--- src/rtl/sopc_run_ctrl_if.sv ---
// Data-memory write port as seen by the run controller's halt monitor.
`timescale 1ns/1ps
interface sopc_run_ctrl_if #(
    parameter int unsigned ADDR_W = 32,
    parameter int unsigned DATA_W = 32
) ();
    logic              mon_we;
    logic [ADDR_W-1:0] mon_addr;
    logic [DATA_W-1:0] mon_wdata;

    modport master (output mon_we, output mon_addr, output mon_wdata);
    modport slave  (input  mon_we, input  mon_addr, input  mon_wdata);
endinterface

--- src/rtl/sopc_run_ctrl.sv ---
// Run controller: sequences core reset, counts run cycles, ends the run on a halt-address
// write or a watchdog timeout, and holds pass/timeout/exit-code status until re-run.
`timescale 1ns/1ps
module sopc_run_ctrl #(
    parameter int unsigned       ADDR_W          = 32,
    parameter int unsigned       DATA_W          = 32,
    parameter int unsigned       CNT_W           = 32,
    parameter int unsigned       RST_HOLD_CYCLES = 8,
    parameter int unsigned       TIMEOUT_CYCLES  = 50000,
    parameter logic [ADDR_W-1:0] HALT_ADDR       = 32'h0000_1000,
    parameter bit                AUTO_START      = 1'b1
) (
    input  logic              clk,
    input  logic              rst,
    input  logic              start,
    sopc_run_ctrl_if.slave    mon,
    output logic              core_rst,
    output logic              running,
    output logic              done,
    output logic              pass,
    output logic              timeout,
    output logic [DATA_W-1:0] exit_code,
    output logic [CNT_W-1:0]  cycle_count
);

    localparam int unsigned HOLD_W = (RST_HOLD_CYCLES > 1) ? $clog2(RST_HOLD_CYCLES) : 1;

    typedef enum logic [1:0] {StIdle, StHold, StRun, StDone} state_e;

    state_e            state_q, state_d;
    logic [HOLD_W-1:0] hold_q, hold_d;
    logic              core_rst_d, running_d, done_d, pass_d, timeout_d;
    logic [DATA_W-1:0] exit_code_d;
    logic [CNT_W-1:0]  cycle_count_d;
    logic              go_hold, halt_hit, tmo_hit, hold_last;

    assign halt_hit  = mon.mon_we && (mon.mon_addr == HALT_ADDR);
    assign tmo_hit   = (TIMEOUT_CYCLES != 0) &&
                       (cycle_count == CNT_W'(TIMEOUT_CYCLES - 1));
    assign hold_last = (hold_q == HOLD_W'(RST_HOLD_CYCLES - 1));

    always_comb begin
        state_d       = state_q;
        hold_d        = hold_q;
        core_rst_d    = core_rst;
        running_d     = running;
        done_d        = done;
        pass_d        = pass;
        timeout_d     = timeout;
        exit_code_d   = exit_code;
        cycle_count_d = cycle_count;
        go_hold       = 1'b0;

        unique case (state_q)
            StIdle: go_hold = AUTO_START || start;
            StHold: begin
                if (hold_last) begin
                    state_d    = StRun;
                    core_rst_d = 1'b0;
                    running_d  = 1'b1;
                end else begin
                    hold_d = hold_q + HOLD_W'(1);
                end
            end
            StRun: begin
                // Halt takes priority over a coincident watchdog expiry.
                if (halt_hit) begin
                    state_d     = StDone;
                    core_rst_d  = 1'b1;
                    running_d   = 1'b0;
                    done_d      = 1'b1;
                    pass_d      = (mon.mon_wdata == '0);
                    timeout_d   = 1'b0;
                    exit_code_d = mon.mon_wdata;
                end else if (tmo_hit) begin
                    state_d     = StDone;
                    core_rst_d  = 1'b1;
                    running_d   = 1'b0;
                    done_d      = 1'b1;
                    pass_d      = 1'b0;
                    timeout_d   = 1'b1;
                    exit_code_d = '1;
                end else if (cycle_count != '1) begin
                    cycle_count_d = cycle_count + CNT_W'(1);
                end
            end
            StDone: go_hold = start;
            default: state_d = StIdle;
        endcase

        if (go_hold) begin
            state_d       = StHold;
            hold_d        = '0;
            core_rst_d    = 1'b1;
            running_d     = 1'b0;
            done_d        = 1'b0;
            pass_d        = 1'b0;
            timeout_d     = 1'b0;
            exit_code_d   = '0;
            cycle_count_d = '0;
        end
    end

    always_ff @(posedge clk or posedge rst) begin
        if (rst) begin
            state_q     <= StIdle;
            hold_q      <= '0;
            core_rst    <= 1'b1;
            running     <= 1'b0;
            done        <= 1'b0;
            pass        <= 1'b0;
            timeout     <= 1'b0;
            exit_code   <= '0;
            cycle_count <= '0;
        end else begin
            state_q     <= state_d;
            hold_q      <= hold_d;
            core_rst    <= core_rst_d;
            running     <= running_d;
            done        <= done_d;
            pass        <= pass_d;
            timeout     <= timeout_d;
            exit_code   <= exit_code_d;
            cycle_count <= cycle_count_d;
        end
    end

endmodule
--- src/flat_wrapper.sv ---
// flat-port wrapper written by rule: the top's interface ports become plain ports
module sopc_run_ctrl_flat 
#(
    parameter int unsigned       ADDR_W          = 32,
    parameter int unsigned       DATA_W          = 32,
    parameter int unsigned       CNT_W           = 32,
    parameter int unsigned       RST_HOLD_CYCLES = 8,
    parameter int unsigned       TIMEOUT_CYCLES  = 50000,
    parameter logic [ADDR_W-1:0] HALT_ADDR       = 32'h0000_1000,
    parameter bit                AUTO_START      = 1'b1
)
  (clk, rst, start, core_rst, running, done, pass, timeout, exit_code, cycle_count, mon_mon_we, mon_mon_addr, mon_mon_wdata);
  sopc_run_ctrl_if #(.ADDR_W(ADDR_W), .DATA_W(DATA_W)) mon_i ();
  input  logic clk;
  input  logic rst;
  input  logic start;
  output logic core_rst;
  output logic running;
  output logic done;
  output logic pass;
  output logic timeout;
  output logic [DATA_W-1:0] exit_code;
  output logic [CNT_W-1:0] cycle_count;
  input wire logic [$bits(mon_i.mon_we)-1:0] mon_mon_we;
  input wire logic [$bits(mon_i.mon_addr)-1:0] mon_mon_addr;
  input wire logic [$bits(mon_i.mon_wdata)-1:0] mon_mon_wdata;
  assign mon_i.mon_we = mon_mon_we;
  assign mon_i.mon_addr = mon_mon_addr;
  assign mon_i.mon_wdata = mon_mon_wdata;
  sopc_run_ctrl #(.ADDR_W(ADDR_W), .DATA_W(DATA_W), .CNT_W(CNT_W), .RST_HOLD_CYCLES(RST_HOLD_CYCLES), .TIMEOUT_CYCLES(TIMEOUT_CYCLES), .HALT_ADDR(HALT_ADDR), .AUTO_START(AUTO_START)) u_core (.clk(clk), .rst(rst), .start(start), .mon(mon_i), .core_rst(core_rst), .running(running), .done(done), .pass(pass), .timeout(timeout), .exit_code(exit_code), .cycle_count(cycle_count));
endmodule
--- config.mk ---
export PLATFORM = sky130hd
export DESIGN_NAME = sopc_run_ctrl_flat
export DESIGN_NICKNAME = d
export VERILOG_FILES = /design/src/rtl/sopc_run_ctrl_if.sv /design/src/rtl/sopc_run_ctrl.sv /design/src/flat_wrapper.sv
export SDC_FILE = /design/constraint.sdc
export NUM_CORES = 1
export LEC_CHECK = 0
export BUFFER_PORTS_ARGS = -buffer_cell sky130_fd_sc_hd__buf_2
export CORE_MARGIN = 1
export CORE_UTILIZATION = 25
export CTS_CLUSTER_DIAMETER = 80
export DETAILED_ROUTE_END_ITERATION = 10
export SYNTH_ARGS = -nofsm -noshare
export SYNTH_HDL_FRONTEND = slang
export SYNTH_SLANG_ARGS = --single-unit
--- constraint.sdc ---
create_clock -name clk -period 3.34 [get_ports clk]
set_input_delay 0.167 -clock clk [delete_from_list [all_inputs] [get_ports clk]]
set_output_delay 0.167 -clock clk [all_outputs]
set_load 0.02 [all_outputs]
==> metrics.cfg <==
[synth]
yosys.area_share.xor_xnor_pct = 0.442
synth_mux_area_share_pct = 0.757
combinational_family_with_the_most_area_after_synthesis = simple AND/OR/NAND/NOR gates
simple_logic_cell_fraction_of_the_synthesized_area_pct = 30.2
synth-edff-count = 0
synthDistinctLibCells = 51
synthArstFlopShare_pct = 100
yosysMostFrequentCell = sky130_fd_sc_hd__nor2_1
mappedNetlistNets = 515
synth-seq-area-share_pct = 46.7
synth-adder-area-share_pct = 2.21
synth_compound_gate_area_share_pct = 15.3
yosys_warnings = 0
top_cell_types_by_occurrence_after_synthesis = 85 x sky130_fd_sc_hd__nor2_1, 73 x sky130_fd_sc_hd__dfrtp_1, 34 x sky130_fd_sc_hd__o21ai_0
synthDominantCellAreaShare_pct = 46.0
netlist.top_cell.by_area = sky130_fd_sc_hd__dfrtp_1
synth_area_leaders = sky130_fd_sc_hd__dfrtp_1 46%, sky130_fd_sc_hd__nor2_1 8.0%, sky130_fd_sc_hd__o21ai_0 4.3%
synth.cell_area_um2 = 3970
post_synthesis_mean_instance_area_um2 = 9.02
synth_flop_cell = sky130_fd_sc_hd__dfrtp_1
synth_seq_cells = 74
syn_inst = 440

[power_and_ir_drop]
power.leakage_nw = 2.42
psw_mw = 1.06
power.density_cell_area_nw_per_um2 = 568
worst_ir_drop_vdd_mv = 0.392
share_comb_of_total_power_pct = 30.6
swShare_pct = 36.4
power_frac_clock_pct = 34.6
power_share_of_the_sequential_group_pct = 34.8
p_int_mw = 1.86

[sta]
finalHoldViolations = 0
max_freq_ghz = 0.345
holdWs_ns = 0.110
post-route-min-period_ns = 2.89
final_max_slew_viol_count = 0
final.setup_skew_ns = 0.0146
timing.final.setup_violations = 0
relSlewSlack_pct = 48.6
final_critical_path_setup_slack_ns = 0.445
rsz0062_at_grt = no
timing.final.crit_share_pct = 86.7
fin_tns_setup_ns = 0
worst_max_slew_pin_slew_ns = 0.769

[floorplanning]
start_util_pct = 25.8
num_rows = 45
die_width_um = 128
floorplan.core_area_um2 = 15400
die-height_um = 128
die_footprint_um2 = 16400
io-pin-count = 137

[cts]
clk_path_buf_depth = 2
cts_sinks = 74
clock-root-buffer = sky130_fd_sc_hd__clkbuf_16
cts_buffer_count = 9
post_cts_resized = 0
clk_transition_reported_paths_ns = 0.06
tritoncts = yes
clk-insertion-delay-late_ns = 0.34
cts_max_level = 3

[worst_setup_path]
timing.critical_path.to_type = flop
worstReg2RegEnd = u_core.cycle_count[14]
worstSetupStartpointType = flop
crit_buf_inv = 1
critical_path_depth = 8
path_max_fanout = 43
timing.reg2reg.worst_path_depth = 8
cp_slowest_cell = sky130_fd_sc_hd__or4_1
setup.worst_path.start = u_core.cycle_count[0]
timing_worst_setup_path_type = reg2reg
critical_path.top_delay_family = simple AND/OR/NAND/NOR gates
cpPeakStageDelay_ns = 0.73
endpoint = u_core.cycle_count[14]
cp_cell_sequence = ha_1 > nand4_1 > nor4_2 > buf_4 > a31oi_1 > nand3_2 > or4_1 > a21oi_2
timing.critical_path.required_ns = 3.60
worstPathArrival_ns = 3.15
worstReg2RegStart = u_core.cycle_count[0]
setup.reg_to_reg.worst_slack_ns = 0.45

[grt]
grt_util_all_layers_pct = 14.5
grt_pass1_wl_um = 18700
globalRouteOverflowTotal = 0
grt_max_degree = 48
grt_antenna_before_repair = 0
first_global_vias = 3805

[cells_and_area]
num_antenna_cells = 0
final_nets = 646
fillers = 1578
syn2layout_area_growth_pct = 29.7
layout-drive-gt1-share_pct = 32.1

[drt]
drtIter0Drc = 193
wl_um = 11800
routed_wl_per_cell_um = 15.0
vias = 3950
vias_per_cell = 5.02
drc_errors = 0
postRouteAntennaNets = 0
detail_route.first_pass.iterations = 4

[placed_design]
port_buffers = 136
place.gp.congestion = 0.823
preCtsSetupSlack_ns = 0.486
post-dp-hpwl_um = 8650

[min_path]
hold_path_class = in2reg

[flow_run]
timing.max_cap.violations = 0

[status]
result_of_the_run = finished clean

-- worst register-to-register path, stage by stage (launching register included) --
cell                      delay, ns
sky130_fd_sc_hd__dfrtp_1       0.43
sky130_fd_sc_hd__ha_1          0.26
sky130_fd_sc_hd__nand4_1       0.14
sky130_fd_sc_hd__nor4_2        0.07
sky130_fd_sc_hd__buf_4         0.16
sky130_fd_sc_hd__a31oi_1       0.23
sky130_fd_sc_hd__nand3_2       0.63
sky130_fd_sc_hd__or4_1         0.76
sky130_fd_sc_hd__a21oi_2       0.15
-- registers in the layout, indices dropped and copies added, names as in the netlist --
register / count
u_core.done: 1
u_core.pass: 1
u_core.core_rst: 1
u_core.timeout: 1
u_core.state_q: 2
u_core.running: 1
u_core.exit_code: 32
u_core.cycle_count: 32
u_core.hold_q: 3
-- per-layer routing --
| metal | up-vias | part of all wire (%) | global-route usage [%] |
|---|---|---|---|
| li1 | 1887 | - | - |
| met1 | 1908 | 44 | 17.9 |
| met2 | 134 | 49 | 24.3 |
| met3 | 21 | 5.6 | 3.21 |
| met4 | 0 | 1.8 | 6.30 |
| met5 | - | 0 | 0 |
-- cell usage in the layout, fill, tap and decap left out, types with 2 or more instances in the layout --
master / n
sky130_fd_sc_hd__or3_1: 12
sky130_fd_sc_hd__nor3_1: 6
sky130_fd_sc_hd__o21a_1: 2
sky130_fd_sc_hd__nor4_1: 23
sky130_fd_sc_hd__o21ai_2: 3
sky130_fd_sc_hd__buf_2: 136
sky130_fd_sc_hd__nand3_1: 13
sky130_fd_sc_hd__a21oi_2: 6
sky130_fd_sc_hd__o31ai_1: 9
sky130_fd_sc_hd__clkbuf_16: 9
sky130_fd_sc_hd__o21ai_1: 9
sky130_fd_sc_hd__nor2_1: 84
sky130_fd_sc_hd__buf_4: 5
sky130_fd_sc_hd__a21oi_1: 21
sky130_fd_sc_hd__a31oi_1: 3
sky130_fd_sc_hd__dfrtp_1: 73
sky130_fd_sc_hd__and4_1: 2
sky130_fd_sc_hd__ha_1: 7
sky130_fd_sc_hd__a31o_2: 4
sky130_fd_sc_hd__nand2_1: 25
sky130_fd_sc_hd__nand4_1: 15
sky130_fd_sc_hd__nor4_2: 2
sky130_fd_sc_hd__nor4b_1: 4
sky130_fd_sc_hd__clkbuf_8: 2
sky130_fd_sc_hd__o21ai_0: 34
sky130_fd_sc_hd__inv_1: 6
sky130_fd_sc_hd__mux2i_1: 3
sky130_fd_sc_hd__nand2b_1: 2
sky130_fd_sc_hd__and2_1: 3
sky130_fd_sc_hd__a211o_1: 2
sky130_fd_sc_hd__or4_1: 16
sky130_fd_sc_hd__and3_1: 7
-- how the worst min path moves through the flow --
| stage | slack [ns] | depth (start not counted) | start | to |
|---|---|---|---|---|
| global placement | 0.27 | 3 | rst | u_core.exit_code[16] |
| finish | 0.11 | 3 | mon_mon_wdata[8] | u_core.exit_code[8] |
| floorplan | 0.34 | 2 | mon_mon_wdata[26] | u_core.exit_code[26] |
| global route | 0.12 | 3 | mon_mon_wdata[1] | u_core.exit_code[1] |
| CTS | 0.1 | 3 | mon_mon_wdata[8] | u_core.exit_code[8] |
| detailed placement | 0.28 | 3 | rst | u_core.exit_code[16] |
-- final cells by class --
class,instances,area [um^2],area share (%)
inverter,7,26.3,0.511
clock inverter,5,60.1,1.17
clock buffer,11,253,4.91
multi-input combinational,336,1940,37.7
timing repair buffer,143,748,14.5
sequential,74,1850,36.0
tap,211,264,5.13
-- cells by family after synthesis --
family                     count (synthesis)
AOI/OAI and AO/OA                         98
xor gates and xnor gates                   2
adders and majority gates                  7
buffers and inverters                     30
DFF                                       74
muxes                                      3
and+or+nand+nor                          226
-- per-stage QoR --
step	instance area [um^2]	instances	power (mW)	utilization, %
after floorplan	3970	440	1.75	-
after global placement	4820	770	1.90	31.4
after detailed placement	4820	770	1.93	31.4
after CTS	5140	787	2.95	33.5
after global routing	5140	787	3.10	33.5
final	5140	787	2.92	33.5
-- power by group through the flow --
| stage | combinational, mW | clock [mW] | sequential (mW) |
|---|---|---|---|
| final | 0.893 | 1.01 | 1.02 |
| after floorplan | 0.688 | 0 | 1.06 |
| after detailed placement | 0.900 | 0 | 1.03 |
| after global routing | 1.00 | 1.07 | 1.03 |
| after CTS | 0.903 | 1.03 | 1.02 |
| after global placement | 0.871 | 0 | 1.03 |
-- repair_timing --
action                                  CTS  global route
hold endpoints to repair                 27             0
hold buffers                              1             0
buffers inserted                          0             0
endpoints found under the setup margin    0             0
(Power assumes the default switching activity.)
